### config.mk
export PLATFORM = sky130hd
export DESIGN_NAME = stepper_ctrl
export DESIGN_NICKNAME = d
export VERILOG_FILES = /design/src/rtl/stepper_pkg.sv /design/src/rtl/stepper_tick_div.sv /design/src/rtl/stepper_ctrl.sv
export SDC_FILE = /design/constraint.sdc
export NUM_CORES = 1
export LEC_CHECK = 0
export CAP_MARGIN = 20
export CORE_MARGIN = 2
export CORE_UTILIZATION = 40
export CTS_CLUSTER_SIZE = 40
export DETAILED_ROUTE_END_ITERATION = 7
export PLACE_DENSITY = 0.7
export SETUP_SLACK_MARGIN = 0.05
export SLEW_MARGIN = 20
export SYNTH_ARGS = -nofsm -noshare
export SYNTH_HDL_FRONTEND = slang
export SYNTH_SLANG_ARGS = --single-unit
### constraint.sdc
create_clock -name i_clk -period 3.9 [get_ports i_clk]
set_input_delay 0.78 -clock i_clk [delete_from_list [all_inputs] [get_ports i_clk]]
set_output_delay 0.78 -clock i_clk [all_outputs]
set_load 0.02 [all_outputs]
### src/rtl/stepper_pkg.sv
// stepper_pkg: shared definitions for the stepper-motor phase sequencer.
//   - MODE_* : encodings of the mode input (3 is reserved and behaves as HALF)
//   - state_e: controller FSM states
//   - half_step_coils(): 8-entry half-step coil table, A..D = bit 3..0
//   - step_size(): phase-index increment magnitude for a given mode and phase
package stepper_pkg;

    localparam logic [1:0] MODE_WAVE = 2'd0;
    localparam logic [1:0] MODE_FULL = 2'd1;
    localparam logic [1:0] MODE_HALF = 2'd2;

    typedef enum logic {
        StIdle = 1'b0,
        StRun  = 1'b1
    } state_e;

    // Even indices energise one coil, odd indices energise two adjacent coils.
    function automatic logic [3:0] half_step_coils(input logic [2:0] ph);
        logic [3:0] pat;
        case (ph)
            3'd0:    pat = 4'b1000;
            3'd1:    pat = 4'b1100;
            3'd2:    pat = 4'b0100;
            3'd3:    pat = 4'b0110;
            3'd4:    pat = 4'b0010;
            3'd5:    pat = 4'b0011;
            3'd6:    pat = 4'b0001;
            default: pat = 4'b1001;
        endcase
        return pat;
    endfunction

    // WAVE lives on even indices and FULL on odd ones; from the "wrong" parity
    // the first step is a single half-step so the motor realigns onto the grid.
    function automatic logic [2:0] step_size(input logic [1:0] mode, input logic [2:0] ph);
        logic [2:0] sz;
        case (mode)
            MODE_WAVE: sz = ph[0] ? 3'd1 : 3'd2;
            MODE_FULL: sz = ph[0] ? 3'd2 : 3'd1;
            default:   sz = 3'd1;
        endcase
        return sz;
    endfunction

endpackage

### src/rtl/stepper_tick_div.sv
// stepper_tick_div: step-period prescaler.
//   i_clk, i_reset : clock, asynchronous active-high reset
//   i_clear        : force the count to 0 (move start)
//   i_run          : count enable
//   i_period       : cycles per tick; 0 behaves as 1
//   o_tick         : one-cycle pulse while the count sits at P-1
module stepper_tick_div #(
    parameter int unsigned DIV_W = 16
) (
    input  logic             i_clk,
    input  logic             i_reset,
    input  logic             i_clear,
    input  logic             i_run,
    input  logic [DIV_W-1:0] i_period,
    output logic             o_tick
);

    logic [DIV_W-1:0] r_cnt;
    logic [DIV_W-1:0] w_last;

    assign w_last = (i_period == '0) ? '0 : i_period - DIV_W'(1);
    assign o_tick = i_run && (r_cnt == w_last);

    always_ff @(posedge i_clk or posedge i_reset) begin
        if (i_reset) begin
            r_cnt <= '0;
        end else if (i_clear || o_tick) begin
            r_cnt <= '0;
        end else if (i_run) begin
            r_cnt <= r_cnt + DIV_W'(1);
        end
    end

endmodule

### src/rtl/stepper_ctrl.sv
// stepper_ctrl: stepper-motor phase sequencer (WAVE / FULL / HALF).
//   i_clk, i_reset : clock, asynchronous active-high reset
//   i_start        : request a move (IDLE only); i_abort ends a move and wins over start
//   i_dir          : 1 = forward; i_mode: 0 WAVE, 1 FULL, 2/3 HALF
//   i_period       : cycles per step (0 as 1); i_steps: steps to issue
//   i_coil_en      : 0 blanks the coils without touching the phase
//   o_coils        : coil pattern A..D = bit 3..0
//   o_busy, o_done : move in progress / one-cycle completion pulse
//   o_steps_left   : steps still to issue; o_phase: half-step phase index
module stepper_ctrl
    import stepper_pkg::*;
#(
    parameter int unsigned CNT_W = 16,
    parameter int unsigned DIV_W = 16
) (
    input  logic             i_clk,
    input  logic             i_reset,
    input  logic             i_start,
    input  logic             i_abort,
    input  logic             i_dir,
    input  logic [1:0]       i_mode,
    input  logic [DIV_W-1:0] i_period,
    input  logic [CNT_W-1:0] i_steps,
    input  logic             i_coil_en,
    output logic [3:0]       o_coils,
    output logic             o_busy,
    output logic             o_done,
    output logic [CNT_W-1:0] o_steps_left,
    output logic [2:0]       o_phase
);

    state_e           r_state, w_state_d;
    logic [2:0]       r_ph, w_ph_d;
    logic [CNT_W-1:0] r_steps_left, w_left_d;
    logic             r_done, w_done_d;
    logic [1:0]       r_mode, w_mode_d;
    logic             r_dir, w_dir_d;
    logic [DIV_W-1:0] r_period, w_period_d;

    logic             w_div_clear;
    logic             w_div_run;
    logic             w_tick;
    logic [2:0]       w_step;

    assign w_div_run = (r_state == StRun);

    stepper_tick_div #(
        .DIV_W (DIV_W)
    ) u_tick_div (
        .i_clk    (i_clk),
        .i_reset  (i_reset),
        .i_clear  (w_div_clear),
        .i_run    (w_div_run),
        .i_period (r_period),
        .o_tick   (w_tick)
    );

    always_comb begin
        w_state_d   = r_state;
        w_ph_d      = r_ph;
        w_left_d    = r_steps_left;
        w_done_d    = 1'b0;
        w_mode_d    = r_mode;
        w_dir_d     = r_dir;
        w_period_d  = r_period;
        w_div_clear = 1'b0;
        w_step      = step_size(r_mode, r_ph);

        unique case (r_state)
            StIdle: begin
                if (i_start && !i_abort) begin
                    w_mode_d    = i_mode;
                    w_dir_d     = i_dir;
                    w_period_d  = i_period;
                    w_left_d    = i_steps;
                    w_div_clear = 1'b1;
                    // A zero-length move completes immediately without motion.
                    if (i_steps == '0) begin
                        w_done_d = 1'b1;
                    end else begin
                        w_state_d = StRun;
                    end
                end
            end
            StRun: begin
                // Abort takes priority over a prescaler tick on the same edge.
                if (i_abort) begin
                    w_state_d = StIdle;
                end else if (w_tick) begin
                    w_ph_d   = r_dir ? (r_ph + w_step) : (r_ph - w_step);
                    w_left_d = r_steps_left - CNT_W'(1);
                    if (r_steps_left == CNT_W'(1)) begin
                        w_state_d = StIdle;
                        w_done_d  = 1'b1;
                    end
                end
            end
        endcase
    end

    always_ff @(posedge i_clk or posedge i_reset) begin
        if (i_reset) begin
            r_state      <= StIdle;
            r_ph         <= 3'd0;
            r_steps_left <= '0;
            r_done       <= 1'b0;
            r_mode       <= MODE_WAVE;
            r_dir        <= 1'b0;
            r_period     <= '0;
        end else begin
            r_state      <= w_state_d;
            r_ph         <= w_ph_d;
            r_steps_left <= w_left_d;
            r_done       <= w_done_d;
            r_mode       <= w_mode_d;
            r_dir        <= w_dir_d;
            r_period     <= w_period_d;
        end
    end

    assign o_coils      = i_coil_en ? half_step_coils(r_ph) : 4'b0000;
    assign o_busy       = (r_state == StRun);
    assign o_done       = r_done;
    assign o_steps_left = r_steps_left;
    assign o_phase      = r_ph;

endmodule
## Word level (Yosys, flattened, before mapping)

Cells that the tools add are included.

| word-level totals | value |
|---|---|
| bits in registers | 56 |
| output and inout port bits | 25 |
| word-level logic and storage cells | 66 |

| operators by class | value |
|---|---|
| add/subtract/negate cells | 5 |
| equality and inequality tests | 12 |
| mux-type cells | 27 |
| bitwise gates (word level) | 2 |
| reductions and logical operators | 12 |

Operators with widths:

| operator | number |
|---|---|
| 2-to-1 mux 16 bit | 6 |
| zero test 16 bit | 2 |
| case mux 16 bit (2 select lines) | 1 |
| subtractor 16 x 1 -> 16 bit (second input constant) | 2 |
| case mux 4 bit (7 select lines) | 1 |
| adder 16 x 1 -> 16 bit (second input constant) | 1 |
| equality test 16 x 1 -> 1 bit (second input constant) | 1 |
| equality test 16 bit | 1 |
| 2-to-1 mux 1 bit | 12 |
| equality test 3 bit (second input constant) | 3 |
| equality test 3 x 2 -> 1 bit (second input constant) | 2 |
| AND reduction 3 bit | 2 |
| 2-to-1 mux 2 bit | 2 |
| 2-to-1 mux 4 bit | 1 |
| != test 2 bit (second input constant) | 2 |
| case mux 1 bit (2 select lines) | 2 |
| case mux 2 bit (2 select lines) | 1 |
| adder 3 bit | 1 |
| equality test 3 x 1 -> 1 bit (second input constant) | 1 |
| zero test 3 bit | 1 |
| 2-to-1 mux 3 bit | 1 |
| subtractor 3 bit | 1 |
| equality test 2 x 1 -> 1 bit (second input constant) | 1 |
| logical AND 1 bit | 2 |
| other kinds (7) | 8 |

## Depth between registers and ports, before layout

Gate-level depths: netlist of run 1.

| depth | value |
|---|---|
| depth after elaboration | 7 |
| depth in mapped cells | 14 |
| gate-level depth less buffers | 10 |

## Hierarchy

A second synthesis of run 1 with hierarchy kept.

| second synthesis, totals | value |
|---|---|
| cells, all modules | 427 |
| area total of the unflattened synthesis | 4058.9 µm² |

By module, submodules not included:

| module | instances | cells an instance | area each (µm²) | seq. area each (µm²) |
|---|---|---|---|---|
| stepper_ctrl | 1 | 214 | 2170.8 | 1001.0 |
| stepper_tick_div | 1 | 213 | 1888.1 | 400.4 |

## Worst setup path after synthesis of run 1

Ideal clock, no wire load.

| timing path | value |
|---|---|
| path type | register to register |
| start | register r_period[0] |
| end | register u_tick_div.r_cnt[0] |
| library setup time | 0.121 ns |
| arrival | 3.264 ns |
| data required time | 3.779 ns |
| path slack | 0.514 ns |
| stages on the path, launching flop included | 14 |
| cell sequence | dfrtp_1 inv_1 ha_1 or3b_2 nor2_1 nor2_1 or4b_2 o311a_1 or4_1 clkbuf_2 nand2_1 buf_2 buf_2 nor2_1 |

| between the ends | value |
|---|---|
| cells in the longest elaborated chain, start to end | 6 |

RTL lines:

| element | RTL line | source |
|---|---|---|
| start: declaration | stepper_ctrl.sv:38 | `logic [DIV_W-1:0] r_period, w_period_d;` |
| start signal: assignment | stepper_ctrl.sv:117 | `r_period <= w_period_d;` |
| subtractor 16 x 1 -> 16 bit or zero test 16 bit (tied branches) | stepper_tick_div.sv:21 | `assign w_last = (i_period == '0) ? '0 : i_period - DIV_W'(1);` |
| 2-to-1 mux 16 bit * | stepper_tick_div.sv:21 |  |
| equality test 16 bit * | stepper_tick_div.sv:22 | `assign o_tick = i_run && (r_cnt == w_last);` |
| logical AND 1 bit * | stepper_tick_div.sv:22 |  |
| logical OR 1 bit * | stepper_tick_div.sv:27 | `end else if (i_clear \|\| o_tick) begin` |
| 2-to-1 mux 16 bit or nonzero test 2 bit (tied branches) | -- |  |
| end signal: assignment | stepper_tick_div.sv:30 | `r_cnt <= r_cnt + DIV_W'(1);` |
| end: declaration | stepper_tick_div.sv:18 | `logic [DIV_W-1:0] r_cnt;` |

Mark *: on every way between the ends. The rest lies on a longest branch, timed or not.
A chain may end at the register's enable or synchronous reset.

## Final worst setup path of run 1

| timing path | value |
|---|---|
| start | register r_period[0] |
| end | register r_steps_left[0] (netlist: o_steps_left[0]) |

| between the ends | value |
|---|---|
| cells in the longest elaborated chain, start to end | 6 |

RTL lines:

| element | RTL line | source |
|---|---|---|
| subtractor 16 x 1 -> 16 bit or zero test 16 bit (tied branches) | stepper_tick_div.sv:21 |  |
| 2-to-1 mux 16 bit * | stepper_tick_div.sv:21 |  |
| equality test 16 bit * | stepper_tick_div.sv:22 |  |
| logical AND 1 bit * | stepper_tick_div.sv:22 |  |
| != test 2 x 1 -> 1 bit (no source line) * | -- |  |
| AND reduction 3 bit (no source line) * | -- |  |
| end signal: assignment | stepper_ctrl.sv:113 | `r_steps_left <= w_left_d;` |
| end: declaration | stepper_ctrl.sv:34 | `logic [CNT_W-1:0] r_steps_left, w_left_d;` |

Marked as above.

==> results.yml, run 1 <==
synthesis:
  synth_compound_area_share_pct: 16.94
  ys_types: 57
  yosysWarnings: 0
  synth-seq-cells: 56
  synth-xor-area-share_pct: 6.694
  synth-seq-area-share_pct: 38.25
  synth-edff-count: 0
  syn-cell-area_mm2: 0.003664
  muxShareOfSynthArea_pct: 0.8880
  syn-num-nets: 506
  synth-simple-area-share_pct: 29.95
  ys_async_sr_fraction_pct: 100.0
  avgSynthCellArea_um2: 7.964
  synthFlopType: "dfrtp_1"
  synthAdderAreaFrac_pct: 2.254
  synth_top_family_by_area: "simple AND/OR/NAND/NOR gates"
  syn_inst: 460
critical_path:
  cp-endpoint: "o_steps_left[0]$_DFFE_PP0P_"
  start_kind: "flip-flop"
  r2r_end: "o_steps_left[0]$_DFFE_PP0P_"
  critical_path_cell_count: 11
  cp.required_ns: 4.07
  path_cells: "inv_1 > ha_1 > or3b_2 > nor2_1 > nor2_1 > or4b_2 > o311a_1 > or4_4 > nand2_1 > buf_4 > a22oi_1"
  cpLargestDelayFamily: "simple AND/OR/NAND/NOR gates"
  cp-end-kind: "flip-flop"
  path_buf_inv: 2
  cp-startpoint: "r_period[0]$_DFFE_PP0P_"
  crit_path_max_fanout: 18
  critPathSlowestCell: "or4b_2"
  critPathMaxStageDelay_ns: 0.64
  critPathKind: "flip-flop to flip-flop"
  r2r_cells: 11
  crit_path_frequent_cell: "nor2_1"
  r2r-start: "r_period[0]$_DFFE_PP0P_"
  r2r_slack_ns: 0.30
  arrival_ns: 3.77
drt:
  routedWlPerCell_um: 16.27
  dr.pass1.iters: 5
  remaining_drc_errors: 0
  drtIter0Drc: 225
  via_per_inst: 5.849
  wirelength_mm: 10.14
  postRouteAntennaNets: 0
  num_vias: 3644
floorplanning:
  fp.dieH_um: 99.70
  die_area_mm2: 0.009940
  die_w_um: 99.70
  design.core.area_mm2: 0.008806
  row_count: 34
  io-pin-count: 65
  start_util_pct: 41.60
cells_and_area:
  layout-drive-gt1-share_pct: 4.466
  final_common_cell: "nand2_1"
  area_growth_pct: 22.61
  antenna_cells: 0
  fin_cells: 623
  layout.nets: 560
  fin_util_pct: 51.01
  layout_common_cells: "nand2_1 (95), clkdlybuf4s50_1 (64), dfrtp_1 (56)"
sta:
  setup_violations: 0
  max_freq_ghz: 0.2781
  period_minus_slack_ns: 3.595
  max_slew_margin_pct: 41.11
  setup_tns_ns: 0
  finalHoldViolations: 0
  maxSlewViolCount: 0
  setup_slack_ns: 0.3047
  finClkSkew_ns: 0.01152
  finalCritPeriodShare_pct: 92.19
  rsz0062_at_grt: "no"
  worstMarginPinSlew_ns: 0.8821
clock_network:
  clk_path_buf_depth: 2
  clk_latency_ns: 0.32
  cts_buffers: 5
  cts_tree: "built"
  htreeDepth: 2
  clock-root-buffer: "clkbuf_8"
  cts_sinks: 56
  cts_hold_buf: 0
  clk_pin_slew_worst_paths_ns: 0.11
  cts_resized: 0
  cts_setup_buffers: 0
power:
  peakVddDrop_mv: 0.2489
  powerDensity_mw_per_mm2: 416.9
  p_leak_uw: 0.001846
place:
  place.gp.congestion: 1.024
  post-place-ws_ns: 0.2499
  portBuffers: 64
  dp_cells: 615
  dp_hpwl_mm: 7.557
grt:
  grt_pass1_wl_mm: 17.32
  grt_antenna_before_repair: 0
  grt_pass1_vias: 3565
  grt_overflow: 0
  grt_use_total_pct: 21.61
  grt_max_degree: 42
run_status:
  outcome: "finished, final reports clean"
job:
  cap_violations: 0
worst_hold_path:
  hp-class: "flip-flop to flip-flop"
==> cells in the mapped netlist (all sizes together), types with 2 or more instances <==
| cell type | instances | share of area [%] |
|---|---|---|
| nor2b | 3 | 0.51 |
| o31ai | 3 | 0.61 |
| xnor2 | 12 | 2.9 |
| dfrtp | 56 | 38 |
| nor4 | 14 | 2.7 |
| o22ai | 14 | 2.4 |
| a22oi | 13 | 2.7 |
| a21oi | 8 | 1.1 |
| nand3 | 14 | 1.9 |
| or3 | 8 | 1.4 |
| and3 | 2 | 0.34 |
| o2bb2ai | 2 | 0.48 |
| mux2 | 2 | 0.61 |
| or4 | 11 | 2.3 |
| a21boi | 2 | 0.41 |
| buf | 8 | 0.99 |
| ha | 5 | 1.7 |
| nand2 | 95 | 9.7 |
| inv | 22 | 2.3 |
| nor2 | 45 | 4.6 |
| o21ai | 28 | 3.8 |
| and4 | 3 | 0.72 |
| xor2 | 16 | 3.8 |
| nand4 | 9 | 1.5 |
| o311ai | 2 | 0.48 |
| o32ai | 5 | 1.2 |
| clkbuf | 16 | 1.7 |
| a211o | 2 | 0.48 |
| nor3 | 13 | 1.8 |
| and2 | 4 | 0.68 |
==> per-layer routing <==
| layer | global-route usage (%) | vias to the layer above | part of all wire [%] |
|---|---|---|---|
| met3 | 2.952 | 19 | 5.4 |
| met1 | 28.83 | 1741 | 43 |
| met2 | 36.12 | 136 | 49 |
| met4 | 7.482 | 0 | 2.4 |
| li1 | - | 1748 | - |
| met5 | 0 | - | 0 |
==> registers in the layout (all words and copies together), names as in the netlist <==
register          count
o_busy                1
o_done                1
o_phase               3
o_steps_left         16
r_dir                 1
r_mode                2
r_period             16
u_tick_div.r_cnt     16
==> metrics by stage <==
| step | hold WS (ns) | cell area (um2) | total power, uW |
|---|---|---|---|
| 2_1_floorplan | 0.4773 | 3664 | 1262 |
| 3_3_place_gp | 0.5012 | 4394 | 1517 |
| 3_5_place_dp | 0.5012 | 4394 | 1531 |
| 4_1_cts | 0.5302 | 4488 | 1876 |
| 5_1_grt | 0.5653 | 4492 | 2003 |
| 6_report | 0.5225 | 4492 | 1873 |
==> power by group <==
| group | internal, uW | total, uW | leakage [uW] | switching [uW] |
|---|---|---|---|---|
| clock network | 145 | 342 | 0.0000445 | 197 |
| registers | 679 | 848 | 0.000699 | 169 |
| logic | 317 | 683 | 0.00110 | 366 |
==> how the worst min path moves through the flow <==
stage / start / end / cells past startpoint
after CTS: o_steps_left[15]$_DFFE_PP0P_ / o_steps_left[15]$_DFFE_PP0P_ / 1
after global placement: r_dir$_DFFE_PP0P_ / r_dir$_DFFE_PP0P_ / 2
final: o_steps_left[15]$_DFFE_PP0P_ / o_steps_left[15]$_DFFE_PP0P_ / 1
after global routing: o_steps_left[15]$_DFFE_PP0P_ / o_steps_left[15]$_DFFE_PP0P_ / 1
after floorplan: r_dir$_DFFE_PP0P_ / r_dir$_DFFE_PP0P_ / 2
after detailed placement: o_steps_left[15]$_DFFE_PP0P_ / o_steps_left[15]$_DFFE_PP0P_ / 1
==> cell families (layout without fill, tap and decap cells) <==
logic type / count (synthesis) / after routing
flops: 56 / 56
fa+ha+maj: 6 / 6
buf+inv: 47 / 102
mux: 3 / 3
compound gates: 92 / 92
xor+xnor: 28 / 28
simple gates: 228 / 228
==> area by class of cell <==
class	instances	area, um2
timing repair buffer	71	693.2
inverter	23	86.33
multi-input combinational	357	2082
sequential	56	1401
fill	822	4314
tap	108	135.1
clock buffer	7	86.33
clock inverter	1	7.507
Power figures use the tool's default switching activity.
==> inputs of run 2 (changes only) <==
--- a/config.mk
+++ b/config.mk
@@ -6,11 +6,14 @@
 export NUM_CORES = 1
 export LEC_CHECK = 0
 export CAP_MARGIN = 20
+export CELL_PAD_IN_SITES_DETAIL_PLACEMENT = 2
+export CELL_PAD_IN_SITES_GLOBAL_PLACEMENT = 2
+export CORE_ASPECT_RATIO = 1.75
 export CORE_MARGIN = 2
-export CORE_UTILIZATION = 40
+export CORE_UTILIZATION = 31
 export CTS_CLUSTER_SIZE = 40
 export DETAILED_ROUTE_END_ITERATION = 7
-export PLACE_DENSITY = 0.7
+export PLACE_DENSITY = 0.88
 export SETUP_SLACK_MARGIN = 0.05
 export SLEW_MARGIN = 20
 export SYNTH_ARGS = -nofsm -noshare
==> run 2 against run 1 <==
  * Wire length rose by 45%
  * Die area increased by 28%
  * Worst setup slack lost 0.088 ns
  * Clock power increased by 45%
  * Sequential power grew 2%
  * First-iteration DRC count shrank 52%
  * Design area rose by 3.3%
  * Non-clock buffer count increased by 3
  * Combinational power increased by 12%
  * Sequential share of layout area is 0.98 points lower
  * Largest cell class unchanged
  * Highest routed layer unchanged
==> results.yml, run 2 (synthesis results as in run 1) <==
grt:
  grt_overflow: 0
  grt_use_total_pct: 24.03
  grt_antenna_before_repair: 0
  use_met1_pct: 23.75
  grt_pass1_wl_mm: 23.58
  busiest_layer: "met2"
  globalRouteMet3Util_pct: 2.959
  use_met2_pct: 45.50
  grt_pass1_vias: 4408
  grt_max_degree: 43
cells_and_area:
  layout_common_cells: "nand2_1 (95), clkdlybuf4s50_1 (64), dfrtp_1 (56)"
  fin_util_pct: 40.28
  fillCellCount: 1312
  layout.nets: 563
  layout-drive-gt1-share_pct: 5.598
  area_growth_pct: 26.61
  antenna_cells: 0
  final_common_cell: "nand2_1"
power:
  peakVddDrop_mv: 0.2476
  powerDensity_mw_per_mm2: 457.6
  switching_power_uw: 851.6
  power_frac_comb_pct: 35.9
  swShare_pct: 40.13
  p_clk_share_pct: 23.4
  p_int_uw: 1271
  seqPwrFrac_pct: 40.7
  p_leak_uw: 0.001900
drt:
  wirelength_mm: 14.74
  dr.pass1.iters: 4
  routedWlPerCell_um: 22.57
  drtIter0Drc: 108
  num_vias: 3891
  postRouteAntennaNets: 0
  via_per_inst: 5.959
  remaining_drc_errors: 0
worst_hold_path:
  hp-start: "o_steps_left[7]$_DFFE_PP0P_"
  min_path_cells: 1
  min_to: "o_steps_left[7]$_DFFE_PP0P_"
  hp-class: "flip-flop to flip-flop"
floorplanning:
  design.core.area_mm2: 0.01152
  die_w_um: 86.18
  row_count: 52
  fp.dieH_um: 147.8
  start_util_pct: 31.81
  die_area_mm2: 0.01274
  io-pin-count: 65
clock_network:
  clk_pin_slew_worst_paths_ns: 0.08
  htreeDepth: 2
  cts_sinks: 56
  clk_path_buf_depth: 2
  clk_latency_ns: 0.31
  cts_setup_buffers: 0
  cts_tree: "built"
  clock-root-buffer: "clkbuf_16"
  cts_hold_buf: 0
  cts_buffers: 5
critical_path:
  r2r_slack_ns: 0.22
  r2r_cells: 8
  start_kind: "flip-flop"
  r2r-start: "r_period[2]$_DFFE_PP0P_"
  cp.required_ns: 4.15
  crit_path_max_fanout: 7
  critPathKind: "flip-flop to flip-flop"
  cp-end-kind: "flip-flop"
  r2r_end: "o_phase[0]$_DFFE_PP0P_"
  arrival_ns: 3.94
sta:
  fin_hold_ws_ns: 0.5267
  setup_tns_ns: 0
  rsz0062_at_grt: "no"
  period_minus_slack_ns: 3.683
  worstMarginPinSlew_ns: 0.8793
  max_freq_ghz: 0.2715
  maxSlewViolCount: 0
  max_slew_margin_pct: 40.76
  finClkSkew_ns: 0.01388
  finalCritPeriodShare_pct: 94.45
  finalHoldViolations: 0
  setup_violations: 0
run_status:
  outcome: "finished, final reports clean"
place:
  dp_hpwl_mm: 11.10
  place.gp.congestion: 0.9350
  portBuffers: 64
job:
  cap_violations: 0
## run 2: changes by cell type in the layout (fill, tap and decap cells not counted), sizes merged
cell	previous run	this run
clkinvlp	1	0
inv	22	24
buf	7	10
clkbuf	7	6
## run 2: area by class of cell
cell class                      count  area, um2  share of cell area (%)
Tap cell                          135      168.9                   3.642
Clock buffer                        6      138.9                   2.994
Timing Repair Buffer               74      728.2                   15.70
Clock inverter                      2      17.52                  0.3777
Inverter                           23      86.33                   1.861
Multi-Input combinational cell    357       2097                   45.21
Sequential cell                    56       1401                   30.21
## run 2: power by group through the flow
stage                     Sequential, uW  Combinational (uW)  Clock (uW)
after floorplan                      847                 415           0
after global placement               857                 692           0
after detailed placement             868                 743           0
after CTS                            859                 760         504
after global routing                 883                 835         523
final                                864                 762         496
## run 2: repair_timing
item | 4_1_cts | 5_1_grt
gates resized for setup | 0 | 4
setup endpoints to repair | 0 | 32
endpoints found under the hold margin | 0 | 0
## run 2: worst max-delay path: stages, from the launching register on
cell and delay [ns]:
dfrtp_1 0.48, or4_1 0.70, o41ai_1 0.47, nand3_1 0.17, a221oi_1 0.42, o22ai_1 0.19, or4_4 0.58, or4_1 0.51
nand2_1 0.09
## run 2: worst max path at each step
stage | endpoint | cells past startpoint | start
floorplan | u_tick_div.r_cnt[0]$_DFFE_PP0P_ | 13 | r_period[0]$_DFFE_PP0P_
CTS | o_phase[0]$_DFFE_PP0P_ | 10 | r_period[0]$_DFFE_PP0P_
finish | o_phase[0]$_DFFE_PP0P_ | 8 | r_period[2]$_DFFE_PP0P_
global route | o_phase[0]$_DFFE_PP0P_ | 10 | r_period[0]$_DFFE_PP0P_
global placement | o_phase[0]$_DFFE_PP0P_ | 10 | r_period[0]$_DFFE_PP0P_
detailed placement | o_steps_left[4]$_DFFE_PP0P_ | 11 | r_period[0]$_DFFE_PP0P_
## run 2: per-stage QoR
step,power [uW],setup WS [ns],std cells,cell area (um2)
after floorplan,1262,0.5145,460,3664
after global placement,1549,0.3124,645,4463
after detailed placement,1610,0.1516,645,4463
after CTS,2123,0.07914,653,4619
after global routing,2241,0.06879,653,4638
final,2122,0.2165,653,4638
## run 2: per-layer routing
layer / part of all wire [%] / up-vias / wire length [um]
met4: 6.6 / 0 / 967
met3: 2.6 / 62 / 385
met5: 0 / - / 0
li1: - / 1750 / -
met2: 56 / 125 / 8261
met1: 35 / 1954 / 5127
